## src/rtl/uart_tx_scheduler_pkg.sv

```systemverilog
`default_nettype none
// ============================================================================
// Module      : uart_tx_scheduler_pkg
// Description : Shared types and constants for the UART transmit scheduler:
//               scheduler state encoding, UART register map, CON bit indices.
// Revision    : 1.0 - initial release
// ============================================================================
package uart_tx_scheduler_pkg;

    typedef enum logic [2:0] {
        IDLE       = 3'd0,
        WRITE      = 3'd1,
        WAIT_START = 3'd2,
        WAIT_DONE  = 3'd3,
        CLEAR      = 3'd4
    } sched_state_t;

    localparam logic [31:0] c_txd_addr        = 32'h4000_0018;
    localparam logic [31:0] c_con_addr        = 32'h4000_0020;
    localparam int          c_con_sending_bit = 4;
    localparam int          c_con_done_bit    = 2;

endpackage
`default_nettype wire

```

## src/rtl/uart_tx_scheduler_fifo.sv

```systemverilog
`default_nettype none
// ============================================================================
// Module      : sync_byte_fifo
// Description : Single-clock byte FIFO with wrap-around pointers one bit
//               wider than the index, so full and empty are distinguishable.
// Revision    : 1.0 - initial release
// ============================================================================
module sync_byte_fifo #(
    parameter int DEPTH = 4
) (
    input  logic                     clk,
    input  logic                     reset,
    input  logic                     push,
    input  logic                     pop,
    input  logic [7:0]               din,
    output logic [7:0]               dout,
    output logic                     full,
    output logic                     empty,
    output logic [$clog2(DEPTH):0]   level
);

    localparam int c_aw = $clog2(DEPTH);

    logic [7:0]    r_mem [DEPTH];
    logic [c_aw:0] r_wr_ptr;
    logic [c_aw:0] r_rd_ptr;
    logic          w_do_push;
    logic          w_do_pop;

    assign w_do_push = push & ~full;
    assign w_do_pop  = pop & ~empty;

    assign empty = (r_wr_ptr == r_rd_ptr);
    assign full  = (r_wr_ptr[c_aw] != r_rd_ptr[c_aw]) &&
                   (r_wr_ptr[c_aw-1:0] == r_rd_ptr[c_aw-1:0]);
    assign level = r_wr_ptr - r_rd_ptr;
    assign dout  = r_mem[r_rd_ptr[c_aw-1:0]];

    // Pointer update; contents are discarded on reset by clearing both pointers
    always_ff @(posedge clk or negedge reset) begin
        if (!reset) begin
            r_wr_ptr <= '0;
            r_rd_ptr <= '0;
        end else begin
            if (w_do_push) r_wr_ptr <= r_wr_ptr + 1'b1;
            if (w_do_pop)  r_rd_ptr <= r_rd_ptr + 1'b1;
        end
    end

    // Storage array, written only on an accepted push
    always_ff @(posedge clk) begin
        if (w_do_push) r_mem[r_wr_ptr[c_aw-1:0]] <= din;
    end

endmodule
`default_nettype wire

```

## src/rtl/uart_tx_scheduler.sv

```systemverilog
`default_nettype none
// ============================================================================
// Module      : uart_tx_scheduler
// Description : Shares the UART transmitter between two byte requesters and
//               the CPU. Requester bytes are queued and sent through register
//               accesses (TXD write, CON polls, TXD read); the CPU always has
//               bus priority and stalls the scheduler for that cycle.
// Revision    : 1.0 - initial release
// ============================================================================
module uart_tx_scheduler
    import uart_tx_scheduler_pkg::*;
#(
    parameter int          FIFO_DEPTH = 4,
    parameter int          TIMEOUT    = 1023,
    parameter logic [31:0] TXD_ADDR   = c_txd_addr,
    parameter logic [31:0] CON_ADDR   = c_con_addr
) (
    input  logic                          clk,
    input  logic                          reset,
    input  logic                          req0,
    input  logic                          req1,
    input  logic [7:0]                    data0,
    input  logic [7:0]                    data1,
    output logic                          ack0,
    output logic                          ack1,
    input  logic                          cpu_rd,
    input  logic                          cpu_wr,
    input  logic [31:0]                   cpu_addr,
    input  logic [31:0]                   cpu_wdata,
    output logic [31:0]                   cpu_rdata,
    output logic                          p_rd,
    output logic                          p_wr,
    output logic [31:0]                   p_addr,
    output logic [31:0]                   p_wdata,
    input  logic [31:0]                   p_rdata,
    output logic                          busy,
    output logic [$clog2(FIFO_DEPTH):0]   level,
    output logic                          err
);

    localparam int                c_cw      = $clog2(TIMEOUT + 1);
    localparam logic [c_cw-1:0]   c_timeout = c_cw'(TIMEOUT);

    sched_state_t     r_state;
    logic [c_cw-1:0]  r_cnt;
    logic [7:0]       r_byte;
    logic             r_rr;
    logic             r_ack0;
    logic             r_ack1;
    logic             r_err;

    logic             w_stall;
    logic             w_elig0;
    logic             w_elig1;
    logic             w_sel1;
    logic             w_push;
    logic             w_pop;
    logic [7:0]       w_din;
    logic [7:0]       w_dout;
    logic             w_full;
    logic             w_empty;
    logic             w_s_rd;
    logic             w_s_wr;
    logic [31:0]      w_s_addr;
    logic [31:0]      w_s_wdata;

    // A requester whose ack is showing still presents the byte just taken,
    // so it is ignored for that one cycle.
    assign w_elig0 = req0 & ~r_ack0;
    assign w_elig1 = req1 & ~r_ack1;
    assign w_sel1  = w_elig1 & (~w_elig0 | r_rr);
    assign w_push  = (w_elig0 | w_elig1) & ~w_full;
    assign w_din   = w_sel1 ? data1 : data0;

    assign w_stall = cpu_rd | cpu_wr;
    assign w_pop   = (r_state == IDLE) & ~w_stall & ~w_empty;

    sync_byte_fifo #(
        .DEPTH (FIFO_DEPTH)
    ) u_fifo (
        .clk   (clk),
        .reset (reset),
        .push  (w_push),
        .pop   (w_pop),
        .din   (w_din),
        .dout  (w_dout),
        .full  (w_full),
        .empty (w_empty),
        .level (level)
    );

    // Bus access owned by the current scheduler state
    always_comb begin
        w_s_rd    = 1'b0;
        w_s_wr    = 1'b0;
        w_s_addr  = '0;
        w_s_wdata = '0;
        case (r_state)
            WRITE: begin
                w_s_wr    = 1'b1;
                w_s_addr  = TXD_ADDR;
                w_s_wdata = {24'b0, r_byte};
            end
            WAIT_START, WAIT_DONE: begin
                w_s_rd   = 1'b1;
                w_s_addr = CON_ADDR;
            end
            CLEAR: begin
                w_s_rd   = 1'b1;
                w_s_addr = TXD_ADDR;
            end
            default: ;
        endcase
    end

    // Peripheral bus mux: CPU first, otherwise the scheduler's access
    always_comb begin
        if (w_stall) begin
            p_rd    = cpu_rd;
            p_wr    = cpu_wr;
            p_addr  = cpu_addr;
            p_wdata = cpu_wdata;
        end else begin
            p_rd    = w_s_rd;
            p_wr    = w_s_wr;
            p_addr  = w_s_addr;
            p_wdata = w_s_wdata;
        end
    end

    assign cpu_rdata = p_rdata;
    assign ack0      = r_ack0;
    assign ack1      = r_ack1;
    assign err       = r_err;
    assign busy      = (r_state != IDLE);

    // Requester acknowledge pulses and round-robin pointer
    always_ff @(posedge clk or negedge reset) begin
        if (!reset) begin
            r_ack0 <= 1'b0;
            r_ack1 <= 1'b0;
            r_rr   <= 1'b0;
        end else begin
            r_ack0 <= w_push & ~w_sel1;
            r_ack1 <= w_push & w_sel1;
            if (w_push && w_elig0 && w_elig1) r_rr <= ~w_sel1;
        end
    end

    // Transmission sequencer; a stalled cycle holds state and counter
    always_ff @(posedge clk or negedge reset) begin
        if (!reset) begin
            r_state <= IDLE;
            r_cnt   <= '0;
            r_byte  <= '0;
            r_err   <= 1'b0;
        end else begin
            r_err <= 1'b0;
            if (!w_stall) begin
                case (r_state)
                    IDLE: begin
                        if (!w_empty) begin
                            r_byte  <= w_dout;
                            r_state <= WRITE;
                        end
                    end
                    WRITE: begin
                        r_cnt   <= '0;
                        r_state <= WAIT_START;
                    end
                    WAIT_START: begin
                        if (p_rdata[c_con_sending_bit]) begin
                            r_cnt   <= '0;
                            r_state <= WAIT_DONE;
                        end else if (r_cnt == c_timeout) begin
                            r_err   <= 1'b1;
                            r_state <= CLEAR;
                        end else begin
                            r_cnt <= r_cnt + 1'b1;
                        end
                    end
                    WAIT_DONE: begin
                        if (!p_rdata[c_con_sending_bit] && p_rdata[c_con_done_bit]) begin
                            r_state <= CLEAR;
                        end else if (r_cnt == c_timeout) begin
                            r_err   <= 1'b1;
                            r_state <= CLEAR;
                        end else begin
                            r_cnt <= r_cnt + 1'b1;
                        end
                    end
                    CLEAR: begin
                        r_state <= IDLE;
                    end
                    default: r_state <= IDLE;
                endcase
            end
        end
    end

endmodule
`default_nettype wire

```

## config.mk

```make
export PLATFORM = sky130hd
export DESIGN_NAME = uart_tx_scheduler
export DESIGN_NICKNAME = d
export VERILOG_FILES = /design/src/rtl/uart_tx_scheduler_pkg.sv /design/src/rtl/uart_tx_scheduler_fifo.sv /design/src/rtl/uart_tx_scheduler.sv
export SDC_FILE = /design/constraint.sdc
export NUM_CORES = 1
export LEC_CHECK = 0
export ABC_AREA = 1
export BUFFER_PORTS_ARGS = -buffer_cell sky130_fd_sc_hd__buf_2
export CAP_MARGIN = 15
export CORE_MARGIN = 2
export CORE_UTILIZATION = 41
export DETAILED_ROUTE_END_ITERATION = 6
export GPL_TIMING_DRIVEN = 1
export MAX_ROUTING_LAYER = met4
export PLACE_DENSITY_LB_ADDON = 0.25
export SLEW_MARGIN = 20
export SYNTH_ARGS = -nofsm -noshare
export SYNTH_HDL_FRONTEND = slang
export SYNTH_HIERARCHICAL = 1
export SYNTH_SLANG_ARGS = --single-unit
```

## constraint.sdc

```tcl
create_clock -name clk -period 2.3 [get_ports clk]
set_clock_uncertainty 0.2 [all_clocks]
set_input_delay 0.115 -clock clk [delete_from_list [all_inputs] [get_ports clk]]
set_output_delay 0.115 -clock clk [all_outputs]
set_load 0.05 [all_outputs]
```

==> out/results.txt <==
Area delta synth->final = 29.5%
Crit start category = flop
Die area = 0.0106 mm^2
H-tree depth = 3
Worst hold slack = -0.00536 ns
Routed WL per cell = 16.0 um
TritonCTS Buffers = 9
Syn_nets = 653
Clock tree from TritonCTS = done
Crit path DAT = 1.89 ns
Antenna violations before repair = 0
Ys Warns = 6
FF+latch count, synth = 63
Die width = 103 um
Input/output buffers = 162
Vias in the first global route = 3,667
First-pass DRT Iterations = 4
R2R setup slack = 0.15 ns
Clk slew on worst S/H paths = 0.07 ns
I/O pins = 223
# diodes = 0
Clock Latency Late Sink = 0.35 ns
DRC errors left = 0
Outcome = complete, but fails checks
Via/cell ratio = 4.71
Syn avg cell area = 7.64 um^2
Failing checks = negative hold slack
Relative slew slack = 50.6%
Mapped Area = 0.00402 mm^2
Static Leak = 2.85 nW
Routed Antenna Nets = 0
Final net count = 817
Tmin final = 2.20 ns
Row cnt = 36
Initial DRC count = 146
First-pass GRT wire length = 19,300 um
Gpl congestion = 0.865
Maxcap violations = 0
Final Slew Violations = 0
Post-Synthesis Cells = 526
Worst-Margin Slew = 0.740 ns
GR Overflow Total = 0
Total Power = 5.64 mW
Seq/Total Area, Yosys = 43.2%
Final Hold Vio Count = 1
CP Capture Type = output pin
DR vias = 3,900
Hold Path Class = in -> reg
Die height = 103 um
Clock sink count = 63
CP required = 1.99 ns
CP max FO = 6
Max clock buf depth = 2
Share of cells above drive strength 1 = 34.1%
# setup viols final = 0
Fin crit share = 95.7%
Root Buffer = clkbuf_8
Total track usage = 25.5%
Initial core utilization = 41.7%
Fmax = 0.454 GHz
Worst ir drop on vdd = 0.574 mV
Netlist cell types = 36
Final WL = 13,300 um
Crit Path Category = reg -> out
Area of the core = 0.00964 mm^2
Post-DP HPWL = 10,800 um
Largest net degree at the start of global routing = 32
Pwr/cell area = 1080 mW/mm^2
-- cells in the mapped netlist (all sizes together) --
cell	instances	area share, %
a21oi	2	0.25
and2	1	0.16
buf	43	7.9
clkbuf	2	0.19
clkinv	1	0.12
dfrtp	31	19
edfxtp	32	24
fa	1	0.50
ha	8	2.5
inv	103	9.7
nand2	113	12
nand3	25	4.1
nand4	1	0.16
nor2	102	11
nor3	4	0.78
o21ai	42	5.3
o21bai	2	0.47
o22ai	9	1.4
xnor2	1	0.22
xor2	3	0.65
-- state kept, by name, summed over array words and instances (netlist names) --
signal	flops
r_rr	1
r_cnt	10
u_fifo/r_wr_ptr	3
u_fifo/r_rd_ptr	3
r_state	3
r_byte	8
u_fifo/r_mem	32
ack0	1
err	1
ack1	1
-- where the power goes --
part	internal (mW)	leakage, nW	switching, mW
Clock	0.403	0.0906	0.480
Combinational	0.880	2.07	2.06
Sequential	1.64	0.691	0.169
Total	2.92	2.85	2.71
-- layout by cell type, fill, tap and decap left out, drive strengths merged, types with 3 or more instances in the layout --
cell type / instances
dlygate4sd3: 20
ha: 8
buf: 177
o22ai: 9
edfxtp: 32
clkinv: 5
clkbuf: 9
xor2: 3
nand3: 25
nor2: 102
dfrtp: 31
inv: 105
nand2: 113
nor3: 4
o21ai: 42
-- area by class of cell --
cell class,count,area (um^2)
clock buffer,9,124
clock inverter,7,56.3
fill,947,4440
inverter,104,399
multi-input combinational,314,1580
sequential,63,1740
tap,133,166
timing repair buffer,198,1140
-- cells by family after synthesis --
kind of cell | after synthesis | share of synthesized area, %
and+or+nand+nor | 246 | 27.6
buffers and inverters | 149 | 17.9
DFF | 63 | 43.2
AOI/OAI and AO/OA | 55 | 7.44
adders and majority gates | 9 | 2.99
xor gates and xnor gates | 4 | 0.872
-- repair_timing --
item,CTS,global route
endpoints found under the hold margin,66,0
setup buffers,0,1
resized for setup,1,8
pin swaps,0,0
endpoints found under the setup margin,1,50
hold buffers,21,0
-- stage by stage --
step	instances	cell area, um^2	TNS, ns	utilization, %	setup slack, ns
floorplan	526	4030	0	-	0.00843
global placement	790	4780	0	49.6	0.199
detailed placement	790	4780	0	49.6	0.107
CTS	827	5170	0	53.7	0.0101
global route	828	5200	-0.156	54.0	-0.0152
finish	828	5200	0	54.0	0.0983
-- critical path: stages (launching register included) --
cell     delay (ns)
dfrtp_1        0.45
inv_2          0.11
nor2_2         0.15
inv_1          0.07
o21ai_0        0.40
buf_2          0.36
-- metal layers --
metal	up-vias	global-route usage (%)	share of wire (%)
met3	18	10.5	12
met1	1784	29.4	38
met2	193	40.5	47
li1	1905	-	-
met5	-	-	0
met4	0	8.50	2.3
-- final timing paths --
path                                          from            endpoint  cells past startpoint
min in group asynchronous                    reset           r_byte[1]                      2
worst max-delay path                    r_state[1]           p_addr[5]                      5
worst min register to register                r_rr                r_rr                      2
worst min-delay path                          req1                ack1                      5
worst max register to register  u_fifo/r_wr_ptr[0]  u_fifo/r_mem[1][1]                     12
max in group asynchronous                    reset  u_fifo/r_wr_ptr[2]                      2
(Power assumes the default switching activity.)
